$ cat src/rtl/paddle_motion.sv
// paddle_motion: turns held up/down key levels into the racket top line, accelerating and clamped to the visible area.
// Latency: keys pass a 2-flop synchroniser; all outputs are registered and valid the cycle after frame_tick.
// Backpressure: none; state advances only on frame_tick. Optional macro PADDLE_AUTO_EN adds ball-tracking auto mode.
module paddle_motion #(
   parameter int V_RES        = 480,
   parameter int PADDLE_H     = 64,
   parameter int Y_WIDTH      = 10,
   parameter int SPEED_MIN    = 1,
   parameter int SPEED_MAX    = 8,
   parameter int ACCEL_FRAMES = 4
) (
   input  logic               clock,
   input  logic               reset_n,
   input  logic               frame_tick,
   input  logic               up_in,
   input  logic               down_in,
`ifdef PADDLE_AUTO_EN
   input  logic               auto_mode,
   input  logic [Y_WIDTH-1:0] ball_y,
`endif
   output logic [Y_WIDTH-1:0] paddle_y,
   output logic [3:0]         speed,
   output logic               moving,
   output logic               at_top,
   output logic               at_bottom
);

   localparam int HW = $clog2(ACCEL_FRAMES + 1);
   localparam logic [Y_WIDTH:0]   Y_MAX    = (Y_WIDTH+1)'(V_RES - PADDLE_H);
   localparam logic [Y_WIDTH-1:0] Y_RESET  = Y_WIDTH'((V_RES - PADDLE_H) / 2);
   localparam logic [3:0]         SPD_MIN  = 4'(SPEED_MIN);
   localparam logic [3:0]         SPD_MAX  = 4'(SPEED_MAX);
   localparam logic [HW-1:0]      ACC_LAST = HW'(ACCEL_FRAMES);

   typedef enum logic [1:0] {IDLE, MOVE_UP, MOVE_DOWN} state_t;

   state_t            state;
   state_t            req_state;
   logic [HW-1:0]     hold_cnt;
   logic              up_meta, up_sync, dn_meta, dn_sync;
   logic              up_req, dn_req;
   logic [3:0]        step;
   logic [3:0]        nxt_speed;
   logic [HW-1:0]     nxt_hold;
   logic [Y_WIDTH-1:0] nxt_y;
   logic [Y_WIDTH:0]  y_w, step_w, sum_dn;
   logic [Y_WIDTH-1:0] diff_up;

`ifdef PADDLE_AUTO_EN
   localparam logic [Y_WIDTH:0] HALF_H = (Y_WIDTH+1)'(PADDLE_H / 2);
   localparam logic [Y_WIDTH:0] DEAD   = (Y_WIDTH+1)'(4);
   logic [Y_WIDTH:0] centre, ball_w;
`endif

   // Two-flop synchronisers for the asynchronous key levels; run every clock.
   always_ff @(posedge clock or negedge reset_n) begin
      if (!reset_n) begin
         up_meta <= 1'b0;
         up_sync <= 1'b0;
         dn_meta <= 1'b0;
         dn_sync <= 1'b0;
      end else begin
         up_meta <= up_in;
         up_sync <= up_meta;
         dn_meta <= down_in;
         dn_sync <= dn_meta;
      end
   end

   // Requested direction, then speed/hold/position update for this frame.
   always_comb begin
      up_req = up_sync;
      dn_req = dn_sync;
`ifdef PADDLE_AUTO_EN
      centre = {1'b0, paddle_y} + HALF_H;
      ball_w = {1'b0, ball_y};
      if (auto_mode) begin
         // centre >= HALF_H, so comparing ball+4 against centre avoids underflow
         up_req = (ball_w + DEAD) < centre;
         dn_req = ball_w > (centre + DEAD);
      end
`endif
      req_state = IDLE;
      if (up_req && !dn_req)      req_state = MOVE_UP;
      else if (dn_req && !up_req) req_state = MOVE_DOWN;

      step      = 4'd0;
      nxt_speed = speed;
      nxt_hold  = hold_cnt;
      if (req_state == IDLE) begin
         nxt_speed = SPD_MIN;
         nxt_hold  = '0;
      end else if (req_state != state) begin
         // entry or reversal restarts from the slowest speed
         step      = SPD_MIN;
         nxt_speed = SPD_MIN;
         nxt_hold  = HW'(1);
      end else begin
         step = speed;
         if (hold_cnt + 1'b1 == ACC_LAST) begin
            nxt_speed = (speed >= SPD_MAX) ? SPD_MAX : speed + 4'd1;
            nxt_hold  = '0;
         end else begin
            nxt_hold  = hold_cnt + 1'b1;
         end
      end

      y_w     = {1'b0, paddle_y};
      step_w  = (Y_WIDTH+1)'(step);
      sum_dn  = y_w + step_w;
      diff_up = paddle_y - step_w[Y_WIDTH-1:0];
      nxt_y   = paddle_y;
      if (req_state == MOVE_UP)
         nxt_y = (y_w >= step_w) ? diff_up : '0;
      else if (req_state == MOVE_DOWN)
         nxt_y = (sum_dn > Y_MAX) ? Y_MAX[Y_WIDTH-1:0] : sum_dn[Y_WIDTH-1:0];
   end

   // FSM and registered outputs; everything holds between frame ticks.
   always_ff @(posedge clock or negedge reset_n) begin
      if (!reset_n) begin
         state     <= IDLE;
         paddle_y  <= Y_RESET;
         speed     <= SPD_MIN;
         hold_cnt  <= '0;
         moving    <= 1'b0;
         at_top    <= 1'b0;
         at_bottom <= 1'b0;
      end else if (frame_tick) begin
         state     <= req_state;
         paddle_y  <= nxt_y;
         speed     <= nxt_speed;
         hold_cnt  <= nxt_hold;
         moving    <= (req_state != IDLE);
         at_top    <= (nxt_y == '0);
         at_bottom <= ({1'b0, nxt_y} == Y_MAX);
      end
   end

endmodule

$ cat config.mk
export PLATFORM = sky130hd
export DESIGN_NAME = paddle_motion
export DESIGN_NICKNAME = d
export VERILOG_FILES = /design/src/rtl/paddle_motion.sv
export SDC_FILE = /design/constraint.sdc
export NUM_CORES = 1
export LEC_CHECK = 0
export CORE_MARGIN = 1
export CORE_UTILIZATION = 52
export DETAILED_ROUTE_END_ITERATION = 7
export HOLD_SLACK_MARGIN = 0.12
export PLACE_DENSITY = 0.87
export SLEW_MARGIN = 0
export SYNTH_ARGS = -nofsm -noshare
export SYNTH_HDL_FRONTEND = slang
export SYNTH_SLANG_ARGS = --single-unit
$ cat constraint.sdc
create_clock -name clock -period 3.7 [get_ports clock]
set_input_delay 0.74 -clock clock [delete_from_list [all_inputs] [get_ports clock]]
set_output_delay 0.74 -clock clock [all_outputs]
set_load 0.02 [all_outputs]
==> flow_results.org <==
** Run status
- The run finished with clean final reports.

** Power and ir drop
- Sequential share of power :: 0.293
- Proportion of power drawn by the clock network :: 0.151
- The share of total power dissipated in combinational logic is 0.556.
- For this design the total switching power over the nets is 0.686 mW.
- For this design the static power due to leakage is approximately 1.2 nW.
- Power per cell area :: approximately 570 nW/um^2
- Cell internal power dissipation :: 0.884 mW
- Peak supply drop :: around 0.34 mV
- Of the total power, the share spent switching nets is 0.437.

** Min path
- The path with the worst hold slack has its endpoint at up_req.
- In this run the most critical hold path is launched from up_meta.
- The worst hold path belongs to the class reg2reg.
- WHS Path Cells :: 0

** Logic synthesis
- For this run, asynchronously set or reset flops after synthesis account for 1.00.
- The number of nets in the synthesized netlist is 286.
- Sorting the synthesized cells by how often they occur yields 28 x sky130_fd_sc_hd__nand2_1, 22 x sky130_fd_sc_hd__dfrtp_1, 21 x sky130_fd_sc_hd__inv_1.
- Top post-synthesis cells by area :: sky130_fd_sc_hd__dfrtp_1 25%, sky130_fd_sc_hd__ha_1 9.7%, sky130_fd_sc_hd__dfstp_2 4.8%, sky130_fd_sc_hd__nand2_1 4.8%, sky130_fd_sc_hd__a21oi_1 3.9%
- Number of library cell types mapped by synthesis :: 58
- Post-Synth Adder-Cell Area :: 0.115
- Netlist area before placement :: 2200 um^2
- sky130_fd_sc_hd__dfrtp_1 takes more of the synthesized area than any other cell.
- Register area share after synthesis :: 0.298
- Library cell with the highest instance count after synthesis :: sky130_fd_sc_hd__nand2_1
- Average size of a mapped cell :: 8.40 um^2
- Of the total synthesized cell area, the portion taken by XOR and XNOR cells is 0.0438.
- The complex-gate fraction of the synthesized area was 0.234.
- Multiplexer area fraction after synthesis :: 0.0438
- Of the post-synthesis cell area, the dominant cell type holds 0.250.
- Of the total synthesized cell area, the portion taken by AND, OR, NAND and NOR gates is 0.204.
- Yosys printed 0 warnings.
- Among all flip-flop cells after synthesis, the most frequent one is sky130_fd_sc_hd__dfrtp_1.
- EDFF count, synth :: 0
- The cell count after synthesis came out at around 260.
- After synthesis, the largest family of logic cells by area is compound AO/OA/AOI/OAI gates.
- Flip-flop and latch count after synthesis :: 26

** Floorplan
- Top Ports :: 22
- The core region is 4030 um^2.
- Cell Rows :: 23
- Initial Utilization :: 0.546
- The die is between 60 and 70 um wide.
- Chip Height :: 67.0 um
- The die covers approximately 4500 um^2.

** Clocking
- Clock-pin slew on the worst setup and hold paths :: 90 ps
- Number of clock sinks :: 26
- Number of buffers on the longest clock path :: 2
- Worst skew pair latency :: between 200 and 300 ps
- CTS tree :: done
- After clock tree synthesis, the flow added hold-fix buffers numbering 0.
- CTS placed an instance of sky130_fd_sc_hd__clkbuf_8 at the clock tree root.
- Total number of H-tree levels :: 1
- Counting the buffers created by CTS gives 3.

** Drt
- The count of nets left with antenna violations once routing finished came out at 0.
- Dividing the detail-routed via count by the number of cells gives around 6.
- First-iteration detailed-routing DRC count :: 242
- Routed wirelength normalized by instance count :: approximately 17 um
- Before antenna repair, the detailed router went through 5 iterations.
- Routed wire length :: 6090 um
- In the routed design, unresolved DRC markers number 0.
- The final route contains 2151 vias.

** Worst setup path
- Worst r2r path cells :: 14
- The critical path is of the reg2reg type.
- The endpoint identified for the worst register-to-register timing path is at_bottom.
- Start of the worst register-to-register path :: up_req
- Reg-to-reg slack, setup :: 80 ps
- STA classifies the critical path startpoint as a flop.
- Maximum net fanout on the critical path :: 5
- Data arrives at the worst endpoint at 3810 ps.
- Nature of the critical path endpoint :: flop
- Required time reported for the critical path endpoint :: a little under 4000 ps

** STA
- Slack of the critical path :: 76.2 ps
- Peak Freq :: 276 MHz
- Final Critical Period :: 3620 ps
- In the finished design, the share of the clock period the worst path needs comes to 0.979.
- Slew at the pin with the worst max-slew slack :: 1140 ps
- Clock skew on the completed layout was measured at 2.62 ps.
- Setup violations remaining at the end of the flow were counted as 0.
- Max_slew headroom :: 0.238
- The final-report hold violation count came to 0.
- The final max-slew violation count is 0.
- Unrepaired setup endpoints after global routing :: yes

** Final layout
- Net count reported at finish :: roughly 320
- Ant. Diodes :: 0
- In the final layout, the share of cells above drive strength 1 is 0.211.
- Fin cells :: 349
- Fill cells in the final layout number between 300 and 400.
- Area growth, synth to finish :: 25.2%

** GRT
- Antenna violations before repair :: 0
- The number of global-route vias before repair was between 1500 and 2000.
- Global-route wire length before repair :: 9380 um
- Residual overflow from global routing :: 0
- Entering global routing, the biggest net connects 26 pins.
- For this run, the total global-route usage over all layers was measured as 0.277.

** Place
- DP HPWL :: 4310 um
- Prior to clock tree synthesis, the placed netlist has a worst setup slack of -4.82 ps.
- Port buffering added 21 buffers.
- Final weighted congestion in routability-driven placement :: around 0.96
- # placed instances :: approximately 340

** Flow run
- Across the run, the number of max-cap violations was 0.
-- repair_timing --
| action | 4_1_cts | 5_1_grt |
|---|---|---|
| gates resized for setup | 1 | 18 |
| cloned | 0 | 0 |
| endpoints found under the hold margin | 0 | 0 |
| setup buffers | 0 | 4 |
| pin swaps | 0 | 2 |
| setup endpoints to repair | 1 | 6 |
-- stage by stage --
stage | hold slack [ps] | total power [mW] | area, um^2 | util | setup TNS (ps)
finish | 371 | 1.57 | 2750 | 0.684 | 0
global route | 378 | 1.66 | 2750 | 0.684 | -177
CTS | 374 | 1.51 | 2650 | 0.657 | 0
detailed placement | 343 | 1.26 | 2570 | 0.638 | -4.82
global placement | 340 | 1.26 | 2570 | 0.638 | 0
floorplan | 331 | 0.985 | 2200 | - | 0
-- sequential cells by signal (all words and copies together), names as in the netlist --
signal and flops:
paddle_y 10, speed 4, hold_cnt 3, state 2, at_bottom 1, at_top 1, dn_meta 1, dn_req 1
moving 1, up_meta 1, up_req 1
-- kinds of logic (layout without fill, tap and decap cells) --
group                    count (synthesis)  count (layout)
AO/OA/AOI/OAI                           72              72
XOR/XNOR                                11              11
adder cells (fa/ha/maj)                 19              19
buffers and inverters                   33              70
flip-flops                              26              26
multiplexers                             9               9
AND/OR/NAND/NOR                         92              92
-- routing by layer --
layer | vias up | routed length [um] | track usage
li1 | 1010 | - | -
met1 | 1027 | 2600 | 0.381
met2 | 93 | 2970 | 0.443
met3 | 21 | 373 | 0.0274
met4 | 0 | 139 | 0.101
met5 | - | 0 | 0
-- worst max-delay path, cell delays in order, from the launching register on --
cell,delay [ps]
sky130_fd_sc_hd__dfrtp_1,360
sky130_fd_sc_hd__inv_1,60
sky130_fd_sc_hd__ha_1,250
sky130_fd_sc_hd__xor2_2,210
sky130_fd_sc_hd__nor3_2,290
sky130_fd_sc_hd__nand2_1,170
sky130_fd_sc_hd__ha_4,270
sky130_fd_sc_hd__a21oi_2,160
sky130_fd_sc_hd__a21oi_1,130
sky130_fd_sc_hd__or3_4,360
sky130_fd_sc_hd__o31a_1,260
sky130_fd_sc_hd__or2_4,240
sky130_fd_sc_hd__a2111oi_4,350
sky130_fd_sc_hd__o211ai_2,160
sky130_fd_sc_hd__o32ai_2,280
-- cell type report --
type / instances / area (um^2) / share of cell area
clock buffers: 3 / 41.3 / 0.0150
repair buffers: 45 / 390 / 0.142
clock inverters: 1 / 30.0 / 0.0109
well taps: 50 / 62.6 / 0.0227
inverters: 21 / 78.8 / 0.0286
flip-flops and latches: 26 / 656 / 0.238
multi-input cells: 203 / 1500 / 0.543
-- power by group through the flow --
stage	combinational, mW	sequential [mW]	clock (mW)
after detailed placement	0.805	0.457	0
final	0.873	0.460	0.236
after floorplan	0.541	0.445	0
after global placement	0.802	0.455	0
after global routing	0.943	0.469	0.248
after CTS	0.814	0.452	0.239
-- how the worst max path moves through the flow --
stage            from         to  slack (ps)
2_1_floorplan  dn_req  at_bottom          40
3_3_place_gp   dn_req  at_bottom         130
3_5_place_dp   up_req     at_top          -5
4_1_cts        up_req  at_bottom          30
5_1_grt        up_req  at_bottom         -80
6_report       up_req  at_bottom          80
-- placed cells by master (no fill, tap or decap), types with 3 or more instances in the layout --
cell type	instances
sky130_fd_sc_hd__xnor2_1	5
sky130_fd_sc_hd__mux2_2	5
sky130_fd_sc_hd__and2_1	4
sky130_fd_sc_hd__clkbuf_8	3
sky130_fd_sc_hd__a22o_1	3
sky130_fd_sc_hd__nand2_1	28
sky130_fd_sc_hd__a21oi_2	4
sky130_fd_sc_hd__nor3_1	5
sky130_fd_sc_hd__ha_1	13
sky130_fd_sc_hd__buf_4	24
sky130_fd_sc_hd__or3_1	3
sky130_fd_sc_hd__dfrtp_1	22
sky130_fd_sc_hd__clkdlybuf4s50_1	21
sky130_fd_sc_hd__mux2i_1	3
sky130_fd_sc_hd__a31oi_1	7
sky130_fd_sc_hd__dfstp_2	4
sky130_fd_sc_hd__inv_1	20
sky130_fd_sc_hd__and3_1	5
sky130_fd_sc_hd__a21oi_1	13
sky130_fd_sc_hd__xor2_1	4
sky130_fd_sc_hd__nand3_1	10
sky130_fd_sc_hd__nor2_1	20
sky130_fd_sc_hd__o21ai_0	15
No activity file was read; power rests on OpenSTA's default activity.
